--- config.mk ---
export PLATFORM = sky130hd
export DESIGN_NAME = multicycle_control_unit
export DESIGN_NICKNAME = d
export VERILOG_FILES = /design/src/rtl/multicycle_control_unit.sv
export SDC_FILE = /design/constraint.sdc
export NUM_CORES = 1
export LEC_CHECK = 0
export BUFFER_PORTS_ARGS = -buffer_cell sky130_fd_sc_hd__buf_2
export CAP_MARGIN = 30
export CORE_MARGIN = 2
export CORE_UTILIZATION = 28
export CTS_CLUSTER_SIZE = 10
export DETAILED_ROUTE_END_ITERATION = 10
export GPL_ROUTABILITY_DRIVEN = 0
export PLACE_DENSITY = 0.49
export SLEW_MARGIN = 40
export SYNTH_ARGS = -nofsm -noshare
export SYNTH_HDL_FRONTEND = slang
export SYNTH_SLANG_ARGS = --single-unit
--- constraint.sdc ---
create_clock -name i_clk -period 2.15 [get_ports i_clk]
set_clock_uncertainty 0.1 [all_clocks]
set_input_delay 0.43 -clock i_clk [delete_from_list [all_inputs] [get_ports i_clk]]
set_output_delay 0.43 -clock i_clk [all_outputs]
set_load 0.1 [all_outputs]
--- src/rtl/multicycle_control_unit.sv ---
// multicycle_control_unit
//   Moore-FSM control for a multicycle ARM-subset datapath. A single memory
//   port serves both fetch and data accesses, and a single ALU serves both
//   PC+4 and execute. The unit owns the NZCV flags register and predicates
//   every instruction on its condition field. A memory state that waits too
//   long for MemReady sends the unit to FAULT, which only reset leaves.
//
// Ports
//   i_clk, i_reset        clock; synchronous active-high reset
//   i_start               leaves IDLE (ignored elsewhere)
//   i_Cond/i_Op/i_Funct   instruction fields Instr[31:28]/[27:26]/[25:20]
//   i_Rd                  destination register Instr[15:12]
//   i_ALUFlags            NZCV straight from the ALU
//   i_MemReady            memory completes the current access this cycle
//   o_IRWrite..o_AdrSrc   datapath strobes and selects
//   o_ALUSrcA/B, o_ResultSrc, o_ImmSrc, o_RegSrc, o_ALUControl  mux selects
//   o_Flags               architectural NZCV register
//   o_Busy / o_Fault      sequencing in progress / memory timeout fault
module multicycle_control_unit #(
    parameter int ALUCTRL_W = 3,
    parameter int MAX_WAIT  = 255
) (
    input  logic                 i_clk,
    input  logic                 i_reset,
    input  logic                 i_start,
    input  logic [3:0]           i_Cond,
    input  logic [1:0]           i_Op,
    input  logic [5:0]           i_Funct,
    input  logic [3:0]           i_Rd,
    input  logic [3:0]           i_ALUFlags,
    input  logic                 i_MemReady,
    output logic                 o_IRWrite,
    output logic                 o_PCWrite,
    output logic                 o_RegWrite,
    output logic                 o_MemWrite,
    output logic                 o_MemRead,
    output logic                 o_AdrSrc,
    output logic                 o_ALUSrcA,
    output logic [1:0]           o_ALUSrcB,
    output logic [1:0]           o_ResultSrc,
    output logic [1:0]           o_ImmSrc,
    output logic [1:0]           o_RegSrc,
    output logic [ALUCTRL_W-1:0] o_ALUControl,
    output logic [3:0]           o_Flags,
    output logic                 o_Busy,
    output logic                 o_Fault
);

    localparam int WAIT_W = (MAX_WAIT < 2) ? 1 : $clog2(MAX_WAIT + 1);
    // A waiting cycle seen with the counter here is the MAX_WAIT-th one.
    localparam logic [WAIT_W-1:0] WAIT_LAST = WAIT_W'(MAX_WAIT - 1);

    typedef enum logic [3:0] {
        S_IDLE, S_FETCH, S_DECODE, S_MEMADR, S_MEMRD, S_MEMWB,
        S_MEMWR, S_EXECR, S_EXECI, S_ALUWB, S_BRANCH, S_FAULT
    } state_t;

    state_t            r_state, w_next;
    logic [WAIT_W-1:0] r_wait;
    logic [3:0]        r_flags;
    logic [3:0]        r_exflags;   // ALU flags captured in the EXEC cycle
    logic              r_condex;

    logic       w_condex;
    logic       w_cmd_ok, w_is_cmp, w_nz_only;
    logic [1:0] w_alu_op;
    logic       w_mem_state, w_wait_exp, w_flag_upd;

    // ---------------- condition check against the flags register
    always_comb begin
        logic n, z, c, v;
        {n, z, c, v} = r_flags;
        w_condex = 1'b0;
        case (i_Cond)
            4'b0000: w_condex = z;
            4'b0001: w_condex = !z;
            4'b0010: w_condex = c;
            4'b0011: w_condex = !c;
            4'b0100: w_condex = n;
            4'b0101: w_condex = !n;
            4'b0110: w_condex = v;
            4'b0111: w_condex = !v;
            4'b1000: w_condex = c && !z;
            4'b1001: w_condex = !c || z;
            4'b1010: w_condex = (n == v);
            4'b1011: w_condex = (n != v);
            4'b1100: w_condex = !z && (n == v);
            4'b1101: w_condex = z || (n != v);
            4'b1110: w_condex = 1'b1;
            default: w_condex = 1'b0;
        endcase
    end

    // ---------------- data-processing cmd decode
    always_comb begin
        w_cmd_ok  = 1'b1;
        w_is_cmp  = 1'b0;
        w_nz_only = 1'b0;
        w_alu_op  = 2'd0;
        case (i_Funct[4:1])
            4'b0100: w_alu_op = 2'd0;
            4'b0010: w_alu_op = 2'd1;
            4'b0000: begin w_alu_op = 2'd2; w_nz_only = 1'b1; end
            4'b1100: begin w_alu_op = 2'd3; w_nz_only = 1'b1; end
            4'b1010: begin w_alu_op = 2'd1; w_is_cmp  = 1'b1; end
            default: w_cmd_ok = 1'b0;
        endcase
    end

    assign w_mem_state = (r_state == S_FETCH) || (r_state == S_MEMRD) ||
                         (r_state == S_MEMWR);
    assign w_wait_exp  = !i_MemReady && (r_wait == WAIT_LAST);
    assign w_flag_upd  = (r_state == S_ALUWB) && r_condex && w_cmd_ok &&
                         (i_Funct[0] || w_is_cmp);

    // ---------------- state register and datapath-side registers
    always_ff @(posedge i_clk) begin
        if (i_reset) begin
            r_state   <= S_IDLE;
            r_wait    <= '0;
            r_flags   <= 4'b0000;
            r_exflags <= 4'b0000;
            r_condex  <= 1'b0;
        end else begin
            r_state <= w_next;
            // Any state change clears the counter, so each entry into a
            // memory state starts a fresh wait window.
            if (w_next != r_state)
                r_wait <= '0;
            else if (w_mem_state && !i_MemReady)
                r_wait <= r_wait + 1'b1;
            if (r_state == S_DECODE)
                r_condex <= w_condex;
            if (r_state == S_EXECR || r_state == S_EXECI)
                r_exflags <= i_ALUFlags;
            if (w_flag_upd) begin
                r_flags[3:2] <= r_exflags[3:2];
                if (!w_nz_only)
                    r_flags[1:0] <= r_exflags[1:0];
            end
        end
    end

    // ---------------- next-state logic
    always_comb begin
        w_next = r_state;
        case (r_state)
            S_IDLE:   if (i_start) w_next = S_FETCH;
            S_FETCH:  if (i_MemReady) w_next = S_DECODE;
                      else if (w_wait_exp) w_next = S_FAULT;
            S_DECODE: begin
                if (!w_condex)
                    w_next = S_FETCH;
                else begin
                    case (i_Op)
                        2'b00:   w_next = i_Funct[5] ? S_EXECI : S_EXECR;
                        2'b01:   w_next = S_MEMADR;
                        2'b10:   w_next = S_BRANCH;
                        default: w_next = S_FETCH;
                    endcase
                end
            end
            S_MEMADR: w_next = i_Funct[0] ? S_MEMRD : S_MEMWR;
            S_MEMRD:  if (i_MemReady) w_next = S_MEMWB;
                      else if (w_wait_exp) w_next = S_FAULT;
            S_MEMWR:  if (i_MemReady) w_next = S_FETCH;
                      else if (w_wait_exp) w_next = S_FAULT;
            S_MEMWB:  w_next = S_FETCH;
            S_EXECR, S_EXECI: w_next = w_cmd_ok ? S_ALUWB : S_FETCH;
            S_ALUWB:  w_next = S_FETCH;
            S_BRANCH: w_next = S_FETCH;
            S_FAULT:  w_next = S_FAULT;
            default:  w_next = S_IDLE;
        endcase
    end

    // ---------------- outputs (state only, except the FETCH write strobes)
    always_comb begin
        o_IRWrite    = 1'b0;
        o_PCWrite    = 1'b0;
        o_RegWrite   = 1'b0;
        o_MemWrite   = 1'b0;
        o_MemRead    = 1'b0;
        o_AdrSrc     = 1'b0;
        o_ALUSrcA    = 1'b0;
        o_ALUSrcB    = 2'b00;
        o_ResultSrc  = 2'b00;
        o_ImmSrc     = 2'b00;
        o_RegSrc     = 2'b00;
        o_ALUControl = '0;
        case (r_state)
            S_FETCH: begin
                o_MemRead   = 1'b1;
                o_ALUSrcA   = 1'b1;
                o_ALUSrcB   = 2'b10;
                o_ResultSrc = 2'b10;
                o_IRWrite   = i_MemReady;
                o_PCWrite   = i_MemReady;
            end
            S_DECODE: begin
                o_ALUSrcA = 1'b1;
                o_ALUSrcB = 2'b10;
            end
            S_EXECR, S_EXECI: begin
                o_ALUSrcB    = (r_state == S_EXECI) ? 2'b01 : 2'b00;
                o_ALUControl = ALUCTRL_W'(w_alu_op);
            end
            S_ALUWB: begin
                o_RegWrite = r_condex && !w_is_cmp && (i_Rd != 4'd15);
                o_PCWrite  = r_condex && !w_is_cmp && (i_Rd == 4'd15);
            end
            S_MEMADR: begin
                o_ALUSrcB = 2'b01;
                o_ImmSrc  = 2'b01;
            end
            S_MEMRD: begin
                o_AdrSrc  = 1'b1;
                o_MemRead = 1'b1;
            end
            S_MEMWR: begin
                o_AdrSrc   = 1'b1;
                o_RegSrc   = 2'b10;
                o_MemWrite = 1'b1;
            end
            S_MEMWB: begin
                o_ResultSrc = 2'b01;
                o_RegWrite  = r_condex && (i_Rd != 4'd15);
                o_PCWrite   = r_condex && (i_Rd == 4'd15);
            end
            S_BRANCH: begin
                o_ALUSrcA   = 1'b1;
                o_ALUSrcB   = 2'b01;
                o_ImmSrc    = 2'b10;
                o_ResultSrc = 2'b10;
                o_PCWrite   = r_condex;
            end
            default: ;
        endcase
    end

    assign o_Flags = r_flags;
    assign o_Busy  = (r_state != S_IDLE) && (r_state != S_FAULT);
    assign o_Fault = (r_state == S_FAULT);

endmodule

# Yosys cells after proc, flatten, opt, wreduce, memory -nomap -nowiden

Cells that the tools add are included.

Flip-flop bits (word level): 21
Latch bits: 0
Memory bits (writable): 0
Memory bits (read-only): 0
Output and inout port bits: 24
Logic and storage cells: 118
Memories kept: 0

Add/subtract/negate cells: 1
Multiply operators: 0
Div/mod/pow operators: 0
Order comparisons: 0
Eq/ne operators: 38
Shift-type cells: 0
Mux-type cells: 29
Bitwise logic cells: 1
Reductions and logical operators: 43

Operators by type and width:

| cell                  | number |
|---|---|
| $eq A4 B4 Y1 const B  | 14 |
| $eq A4 B3 Y1 const B  | 9 |
| $pmux W4 S9           | 1 |
| $mux W4               | 8 |
| $eq A4 B2 Y1 const B  | 5 |
| $reduce_or A2 Y1      | 9 |
| $pmux W1 S15          | 1 |
| $logic_and A1 B1 Y1   | 13 |
| $logic_not A4 Y1      | 3 |
| $pmux W2 S3           | 2 |
| $pmux W4 S3           | 1 |
| $mux W1               | 9 |
| $add A8 B1 Y8 const B | 1 |
| $eq A4 B1 Y1 const B  | 2 |
| $eq A8 B8 Y1 const B  | 1 |
| $ne A4 B4 Y1 const B  | 2 |
| $pmux W2 S2           | 2 |
| $logic_not A1 Y1      | 6 |
| $logic_or A1 B1 Y1    | 6 |
| $mux W2               | 3 |
| $reduce_or A3 Y1      | 2 |
| $reduce_or A5 Y1      | 1 |
| $ne A4 B4 Y1          | 1 |
| $pmux W1 S4           | 1 |
| other kinds (9)       | 9 |

# Depth between registers and ports, before layout

Gate-level depths: netlist of the first run.

Word-level depth: 7
Mapped depth: 8

# Worst setup path after synthesis of the first run

OpenSTA, ideal clock, no wires.

Path kind: register -> output
Start: reg r_state[3]
End: out o_PCWrite
Arrival: 4.323 ns
Path slack: -2.703 ns
Cell stages (with the launch flop): 6
Path through: dfxtp_1 > buf_2 > nand2b_1 > nor3b_1 > a21oi_1 > o21ai_0

Cells in the longest elaborated chain, start to end: 2
Elaborated cells between the ends (all ways): 5

Ends and longest elaborated chain:

| element                              | line | source |
|---|---|---|
| start, declared                      | 58   | `state_t r_state, w_next;` |
| start signal, assigned               | 125  | `r_state <= w_next;` |
| $eq A4 B4 Y1 (tied with other cells) | 191  | `case (r_state)` |
| $pmux W1 S4 (*)                      | 191  |  |
| end, declared                        | 33   | `output logic o_PCWrite,` |

Mark *: on every way between the ends. The rest lies on a longest branch, timed or not.

# Worst setup path after layout of the first run

Start: reg r_state[2]
End: out o_ALUControl[1]

Cells in the longest elaborated chain, start to end: 3
Elaborated cells between the ends (all ways): 4

Ends and longest elaborated chain:

| element                                      | line | source |
|---|---|---|
| $eq A4 B3 Y1 or $eq A4 B4 Y1 (tied branches) | 191  |  |
| $reduce_or A2 Y1 (*)                         | 191  |  |
| $mux W2 (*)                                  | 191  |  |
| end, declared                                | 43   | `output logic [ALUCTRL_W-1:0] o_ALUControl,` |

Marked as above.

==> impl_metrics.csv, run 1 <==
group,metric,value,unit
yosys,synth_top_family_by_area,"simple AND/OR/NAND/NOR gates",
floorplan,die-area,7420,um^2
critical_path,worstPathCellList,"buf_12 > or2b_4 > or2_4 > o31a_1 > nor4_4 > buf_12",
yosys,synth-seq-cells,21,
global_routing,antenna_found_initial,0,
layout,final_util,53.0,%
power,p_int,812,uW
run_status,outcome,"complete, but fails checks",
yosys,synth_area_leaders,"dfxtp_1 (22%), mux2i_1 (4.8%), nor2_1 (4.8%)",
yosys,ys_seq_area_share,22.3,%
layout,fillers,609,
routing,dr.pass1.iters,4,
sta,final.setup.worst_slack,-230,ps
sta,hold_viol,0,
sta,period_needed,2380,ps
placement,portBuffers,45,
layout,multi_input_area,1670,um^2
power,leakagePower,1.36,nW
global_routing,grt_start_max_net_pins,15,
sta,worst_slew_pin_slew,508,ps
critical_path,cp_max_fo,4,
sta,relSlewSlack,65.7,%
critical_path,worstSetupEndpointType,"output port",
layout,final_cell_area,3400,um^2
power,peakVddDrop,170,uV
power,powerDensity,378,nW/um^2
floorplan,core,6420,um^2
routing,antenna_left,0,
yosys,yosys.area.top_type,"dfxtp_1",
layout,seq_area,433,um^2
yosys,synth_async_sr_flop_share,0,%
critical_path,slowest_stage,"dfxtp_4",
power,power.share.switching,36.9,%
yosys,synthMuxAreaShare,6.56,%
power,pwr-share-clk,19.7,%
routing,vias,2095,
yosys,synth.top_cell.area_share,22.3,%
clock_network,cts_tree,"done",
routing,routed_wl,5.64,mm
layout,nNetsFinal,363,
clock_network,clk_latency,260,ps
sta,post-route-period-util,111,%
yosys,post_synth_and_or_nand_nor_area_fraction,36.5,%
yosys,synth_edf_count,0,
placement,place_hpwl,4.02,mm
routing,post_drt_wl_per_cell,13.7,um
critical_path,cp-start-kind,"flop",
floorplan,die_w,86.1,um
global_routing,grt_pass1_vias,1953,
sta,tns,-2150,ps
yosys,synth_compound_area_share,18.4,%
clock_network,cts_hold_buf,0,
floorplan,start_util,29.4,%
clock_network,htree_num_levels,1,
yosys,ys.flop_type,"dfxtp_1",
yosys,syn_area,1890,um^2
yosys,ys_types,63,
yosys,synth_adder_area_share,2.65,%
layout,drive_above_1_share,57.2,%
layout,syn2layout_area_growth,80.3,%
global_routing,grt_pass1_wl,9.09,mm
critical_path,crit_required,1620,ps
yosys,avgSynthCellArea,8.17,um^2
layout,antennaDiodeCount,0,
yosys,synth_warnings,0,
critical_path,cp_common_cell,"buf_12",
sta,finalMaxSlewViolations,0,
floorplan,std_cell_rows,29,
critical_path,arrival,1850,ps
job,cap_violations,0,
critical_path,critical_path.top_delay_family,"simple AND/OR/NAND/NOR gates",
yosys,syn_inst,231,
sta,hold_ws,305,ps
sta,setup_viol,17,
routing,drcViolationCount,0,
clock_network,cts_buffer_depth,2,
global_routing,overflow,0,
floorplan,die_y,86.1,um
critical_path,max_stage_delay,360,ps
clock_network,cts_buffers,3,
layout,layout_commonest_cell,"buf_4",
routing,via_per_inst,5.10,
routing,drt_iter0_markers,51,
clock_network,root_buffer,"clkbuf_8",
hold_path,min_path_type,"primary input to flop",
sta,max_clock_freq,420,MHz
clock_network,cts_sinks,21,
floorplan,ios,48,
yosys,synthXorXnorAreaFrac,6.03,%
power,power.net_switching,475,uW
clock_network,clkTransAtPathRegs,70,ps
critical_path,path_buf_inv,2,
critical_path,path_class,"flop to output port",
placement,placed_cell_area,2880,um^2
layout,layout_common_cells,"buf_4 (52), buf_2 (27), buf_12 (21)",
power,p_comb_share,49.2,%
power,power_frac_seq,31.1,%
global_routing,grt.total_usage,14.5,%
sta,grt_setup_unrepaired,"true",
run_status,violations,"setup timing",
==> flip-flops by register name, indices dropped and copies added (netlist names) <==
register,cells
r_wait,8
o_Flags,4
r_exflags,4
r_state,4
r_condex,1
==> tightest hold or removal path, delay by kind of cell <==
kind | cells | cell delay (ps)
AND/OR/NAND/NOR | 1 | 70
multiplexers | 1 | 50
buffers and inverters | 1 | 80
==> metal layers <==
layer | global-route usage, % | vias to the layer above | routed length (um)
li1 | - | 1054 | -
met1 | 19.6 | 986 | 2550
met2 | 25.2 | 48 | 2800
met3 | 0.770 | 7 | 210
met4 | 3.90 | 0 | 81
met5 | 0 | - | 0
==> what timing repair did <==
action | 4_1_cts | 5_1_grt
endpoints found under the setup margin | 26 | 26
pin swaps | 21 | 16
gates cloned | 1 | 0
hold endpoints to repair | 0 | 0
buffers inserted | 12 | 5
resized for setup | 37 | 32
==> area by class of cell <==
type / count / share of cell area (%)
inverters: 7 / 0.772
well taps: 77 / 2.83
multi-input cells: 187 / 49.0
clock buffers: 4 / 1.32
flip-flops and latches: 21 / 12.7
repair buffers: 115 / 33.3
==> power groups by stage <==
| stage | Sequential, mW | Clock [mW] | Combinational [mW] |
|---|---|---|---|
| 5_1_grt | 0.400 | 0.274 | 0.665 |
| 4_1_cts | 0.399 | 0.260 | 0.575 |
| 6_report | 0.400 | 0.254 | 0.633 |
| 3_5_place_dp | 0.407 | 0 | 0.512 |
| 3_3_place_gp | 0.406 | 0 | 0.509 |
| 2_1_floorplan | 0.408 | 0 | 0.322 |
==> Yosys cell counts (all sizes together), types with 6 or more instances <==
library cell	number
nand2	11
nand4	6
o21ai	7
inv	7
buf	13
nor2b	8
dfxtp	21
a21oi	11
xor2	8
nand2b	6
nor2	24
mux2i	9
or4	8
nor4	10
==> final timing paths <==
check                                                from                   endpoint  slack (ps)  cells after the start
worst min-delay path                        i_ALUFlags[0]  r_exflags[0]$_SDFFE_PP0N_         300                      3
worst min register to register  r_exflags[0]$_SDFFE_PP0N_  r_exflags[0]$_SDFFE_PP0N_         400                      2
worst max register to register      r_state[2]$_SDFF_PP0_     r_wait[1]$_SDFFE_PP0P_        -200                     11
worst max-delay path                r_state[2]$_SDFF_PP0_            o_ALUControl[1]        -230                      6
==> logic make-up after synthesis <==
kind of cell               after synthesis
buffers and inverters                   24
and+or+nand+nor                        113
muxes                                   12
other                                    1
DFF                                     21
adders and majority gates                4
AOI/OAI and AO/OA                       43
xor gates and xnor gates                13
==> stage by stage <==
stage / power (mW) / setup WS [ps] / std cells
6_report: 1.29 / -230 / 411
5_1_grt: 1.34 / -275 / 411
4_1_cts: 1.23 / -241 / 406
3_5_place_dp: 0.918 / -367 / 389
3_3_place_gp: 0.915 / -313 / 389
2_1_floorplan: 0.730 / -591 / 232
Power figures use the tool's default switching activity.
==> run 2: changes to the inputs <==
--- a/config.mk
+++ b/config.mk
@@ -13,6 +13,7 @@
 export DETAILED_ROUTE_END_ITERATION = 10
 export GPL_ROUTABILITY_DRIVEN = 0
 export PLACE_DENSITY = 0.49
+export SKIP_LAST_GASP = 1
 export SLEW_MARGIN = 40
 export SYNTH_ARGS = -nofsm -noshare
 export SYNTH_HDL_FRONTEND = slang
==> run 2 against run 1 <==
Effect of this change: the run still ends with setup timing left; via count up 1.2%; power is 1.4% lower; clock power barely moved; sequential power hardly changed; maximum frequency fell by 0.11%; critical path type is now flop to flop; register-to-register slack lost 30 ps; clock-buffer cell count is the same.
==> impl_metrics.csv, run 2 (same netlist as run 1, synthesis figures left out) <==
group,metric,value,unit
critical_path,cp-startpoint,"r_state[1]$_SDFF_PP0_",
clock_network,htree_num_levels,1,
sta,relSlewSlack,65.7,%
critical_path,rr_startpoint,"r_state[1]$_SDFF_PP0_",
power,powerDensity,373,nW/um^2
floorplan,die-area,7420,um^2
clock_network,clk_latency,260,ps
sta,hold_viol,0,
placement,place_hpwl,4.02,mm
job,cap_violations,0,
clock_network,root_buffer,"clkbuf_8",
sta,finalMaxSlewViolations,0,
layout,largest_register_ffs,8,
clock_network,clkTransAtPathRegs,70,ps
hold_path,hold_path.startpoint,"i_ALUFlags[0]",
layout,nNetsFinal,365,
critical_path,arrival,2440,ps
critical_path,path_class,"flop to flop",
placement,portBuffers,45,
routing,drcViolationCount,0,
run_status,violations,"setup timing",
global_routing,grt_start_max_net_pins,15,
layout,layout_common_cells,"buf_4 (56), buf_2 (27), nor2_1 (20), buf_12 (20), dfxtp_1 (13)",
layout,layout_commonest_cell,"buf_4",
sta,worst_slew_pin_slew,508,ps
global_routing,grt_pass1_vias,1947,
run_status,outcome,"complete, but fails checks",
sta,final.setup.worst_slack,-233,ps
layout,seq_area,433,um^2
power,leakagePower,1.36,nW
floorplan,die_y,86.1,um
global_routing,antenna_found_initial,0,
placement,placed_cell_area,2880,um^2
critical_path,worstSetupEndpointType,"flop",
power,peakVddDrop,184,uV
global_routing,overflow,0,
routing,dr.pass1.iters,4,
critical_path,cp-start-kind,"flop",
sta,post-route-period-util,111,%
sta,period_needed,2380,ps
hold_path,min_path_type,"primary input to flop",
power,total_power,1.27,mW
routing,routed_wl,5.58,mm
layout,fin_cells,413,
layout,fillers,605,
layout,multi_input_area,1660,um^2
floorplan,ios,48,
floorplan,die_w,86.1,um
routing,vias,2120,
global_routing,grt_pass1_wl,9.06,mm
routing,via_per_inst,5.13,
floorplan,start_util,29.4,%
critical_path,crit_required,2210,ps
layout,regMostFlops,"r_wait",
layout,final_cell_area,3400,um^2
sta,setup_viol,15,
clock_network,cts_tree,"done",
layout,drive_above_1_share,57.1,%
layout,antennaDiodeCount,0,
placement,dp_cells,389,
routing,post_drt_wl_per_cell,13.5,um
floorplan,core,6420,um^2
layout,final_util,52.9,%
routing,antenna_left,0,
routing,drt_iter0_markers,38,
layout,syn2layout_area_growth,80.0,%
global_routing,grt.total_usage,14.5,%
sta,grt_setup_unrepaired,"true",
clock_network,cts_buffers,3,
clock_network,cts_buffer_depth,2,
sta,max_clock_freq,420,MHz
placement,dp_slack,-367,ps
floorplan,std_cell_rows,29,
clock_network,cts_sinks,21,
critical_path,cp_max_fo,8,
[run 2: stage by stage]
step	setup TNS, ps	hold slack [ps]
after floorplan	-8820	363
after global placement	-3070	384
after detailed placement	-3410	398
after CTS	-2480	311
after global routing	-3020	318
final	-1820	307
[run 2: where the power goes]
part	leakage (nW)	switching [mW]	total, mW	internal, mW
clock	0.0228	0.119	0.251	0.132
sequential	0.174	0.00507	0.400	0.395
combinational	1.16	0.344	0.618	0.274
[run 2: layer usage]
| metal | global-route usage (%) | routed length (um) | share of wire (%) | vias up |
|---|---|---|---|---|
| met5 | 0 | 0 | 0 | - |
| met4 | 3.90 | 93 | 1.7 | 0 |
| met3 | 0.770 | 214 | 3.8 | 9 |
| met2 | 24.9 | 2760 | 49 | 54 |
| met1 | 19.6 | 2510 | 45 | 1002 |
| li1 | - | - | - | 1055 |
[run 2: critical path, stage by stage (launching register included)]
cell	delay, ps
dfxtp_2	340
or3b_4	400
a211oi_4	240
buf_6	160
nand4_1	110
xor2_1	180
or4_4	490
nor4_2	260
[run 2: cell type report]
cell class	count	share of cell area, %
Sequential cell	21	12.7
Timing Repair Buffer	117	33.4
Clock buffer	4	1.33
Inverter	7	0.773
Tap cell	77	2.84
Multi-Input combinational cell	187	49.0
[run 2: repair_timing]
item,4_1_cts,5_1_grt
hold buffers,0,0
gates cloned,1,0
buffers inserted,12,8
endpoints found under the hold margin,0,0
gates resized for setup,27,41
pin swaps,19,21
setup endpoints to repair,26,25
[run 2: worst paths after layout]
| check | cells after the start | slack [ps] | endpoint |
|---|---|---|---|
| setup reg to reg | 7 | -230 | r_wait[4]$_SDFFE_PP0P_ |
| hold reg to reg | 2 | 400 | r_exflags[0]$_SDFFE_PP0N_ |
| setup / recovery | 7 | -230 | r_wait[4]$_SDFFE_PP0P_ |
| hold / removal | 3 | 310 | r_exflags[0]$_SDFFE_PP0N_ |
==> run 3: changes to the inputs <==
--- a/config.mk
+++ b/config.mk
@@ -13,6 +13,7 @@
 export DETAILED_ROUTE_END_ITERATION = 10
 export GPL_ROUTABILITY_DRIVEN = 0
 export PLACE_DENSITY = 0.49
+export RECOVER_POWER = 50
 export SKIP_LAST_GASP = 1
 export SLEW_MARGIN = 40
 export SYNTH_ARGS = -nofsm -noshare
==> run 3 against run 2 <==
Effect of this change: the run still ends with setup timing left; hold slack improved by 0.76 ps; routed wire length barely moved; register-to-register slack is essentially flat; critical path depth did not move; power about the same; sequential power barely moved.
==> impl_metrics.csv, run 3 (same netlist as run 1, synthesis figures left out) <==
group,metric,value,unit
run_status,outcome,"complete, but fails checks",
run_status,violations,"setup timing",
power,power.share.switching,36.9,%
sta,worst_slew_pin_slew,548,ps
layout,layout_commonest_cell,"buf_4",
sta,period_needed,2380,ps
clock_network,htree_num_levels,1,
routing,post_drt_wl_per_cell,13.5,um
layout,final_util,52.8,%
global_routing,grt_start_max_net_pins,15,
critical_path,path_class,"flop to flop",
routing,routed_wl,5.59,mm
routing,antenna_left,0,
global_routing,grt_pass1_vias,1947,
layout,layout_common_cells,"buf_4 (54), buf_2 (23), nor2_1 (20), buf_12 (20), dfxtp_1 (14)",
power,power_frac_seq,31.5,%
layout,antennaDiodeCount,0,
power,p_comb_share,48.7,%
clock_network,clk_latency,260,ps
global_routing,antenna_found_initial,0,
power,p_int,800,uW
sta,final.setup.worst_slack,-235,ps
sta,setup_viol,16,
global_routing,overflow,0,
layout,nNetsFinal,365,
floorplan,std_cell_rows,29,
power,leakagePower,1.35,nW
critical_path,arrival,2450,ps
placement,portBuffers,45,
job,cap_violations,0,
layout,fin_cells,413,
layout,fillers,608,
clock_network,cts_buffer_depth,2,
layout,regMostFlops,"r_wait",
clock_network,clkTransAtPathRegs,70,ps
power,power.net_switching,468,uW
layout,largest_register_ffs,8,
sta,post-route-period-util,111,%
sta,relSlewSlack,63.6,%
critical_path,worstSetupEndpointType,"flop",
placement,place_hpwl,4.02,mm
critical_path,crit_required,2210,ps
critical_path,cp_max_fo,8,
hold_path,min_path_type,"primary input to flop",
floorplan,start_util,29.4,%
power,peakVddDrop,183,uV
floorplan,die-area,7420,um^2
global_routing,grt.total_usage,14.5,%
sta,hold_viol,0,
floorplan,die_y,86.1,um
floorplan,die_w,86.1,um
clock_network,root_buffer,"clkbuf_8",
layout,syn2layout_area_growth,79.5,%
global_routing,grt_pass1_wl,9.06,mm
power,total_power,1.27,mW
floorplan,ios,48,
routing,dr.pass1.iters,4,
sta,finalMaxSlewViolations,0,
clock_network,cts_hold_buf,0,
clock_network,cts_tree,"done",
clock_network,cts_sinks,21,
routing,drt_iter0_markers,38,
floorplan,core,6420,um^2
critical_path,cp-start-kind,"flop",
routing,drcViolationCount,0,
layout,drive_above_1_share,56.3,%
routing,via_per_inst,5.13,
clock_network,cts_buffers,3,
sta,max_clock_freq,419,MHz
power,pwr-share-clk,19.8,%
sta,grt_setup_unrepaired,"true",
power,powerDensity,374,nW/um^2
placement,dp_cells,389,
routing,vias,2120,
-- run 3: area by class of cell --
| type | instances | area [um^2] | share of cell area (%) |
|---|---|---|---|
| Multi-Input combinational cell | 187 | 1660 | 49.1 |
| Clock buffer | 4 | 45.0 | 1.33 |
| Tap cell | 77 | 96.3 | 2.84 |
| Inverter | 7 | 26.3 | 0.775 |
| Timing Repair Buffer | 117 | 1130 | 33.2 |
| Sequential cell | 21 | 432 | 12.7 |
-- run 3: what timing repair did --
item                                    CTS  global route
pin swaps                                19            21
endpoints found under the setup margin   26            25
resized for setup                        27            41
setup buffers                            12             8
gates cloned                              1             0
-- run 3: path summary, 6_finish.rpt --
check                                  from                        end  slack, ps  depth (start not counted)
setup / recovery      r_state[1]$_SDFF_PP0_     r_wait[4]$_SDFFE_PP0P_       -230                          7
hold / removal                i_ALUFlags[0]  r_exflags[0]$_SDFFE_PP0N_        310                          3
setup reg to reg      r_state[1]$_SDFF_PP0_     r_wait[4]$_SDFFE_PP0P_       -230                          7
hold reg to reg   r_exflags[0]$_SDFFE_PP0N_  r_exflags[0]$_SDFFE_PP0N_        400                          2
-- run 3: per-layer routing --
layer  vias to the layer above  track usage (%)  share of wire [%]
met3                         9            0.770                3.5
li1                       1055                -                  -
met1                      1006             19.6                 46
met4                         0             3.90                1.7
met2                        50             24.9                 49
met5                         -                0                  0
-- run 3: metrics by stage --
step           instance area [um^2]  setup TNS, ps  hold WS [ps]  setup WS (ps)
3_3_place_gp                   2880          -3070           384           -313
4_1_cts                        3150          -2480           311           -241
5_1_grt                        3390          -3350           318           -325
2_1_floorplan                  2040          -8820           363           -591
3_5_place_dp                   2880          -3410           398           -367
6_report                       3390          -1900           308           -235
-- run 3: power by group through the flow --
stage          sequential, mW  clock (mW)  combinational, mW
3_3_place_gp            0.406           0              0.509
6_report                0.400       0.251              0.618
4_1_cts                 0.399       0.260              0.568
2_1_floorplan           0.408           0              0.322
3_5_place_dp            0.407           0              0.512
5_1_grt                 0.400       0.274              0.651
-- run 3: worst max-delay path, cell delays in order (launching register included) --
cell and delay [ps]:
dfxtp_2 340, or3b_4 400, a211oi_4 240, buf_6 160, nand4_1 110, xor2_1 180
or4_4 490, nor4_2 260
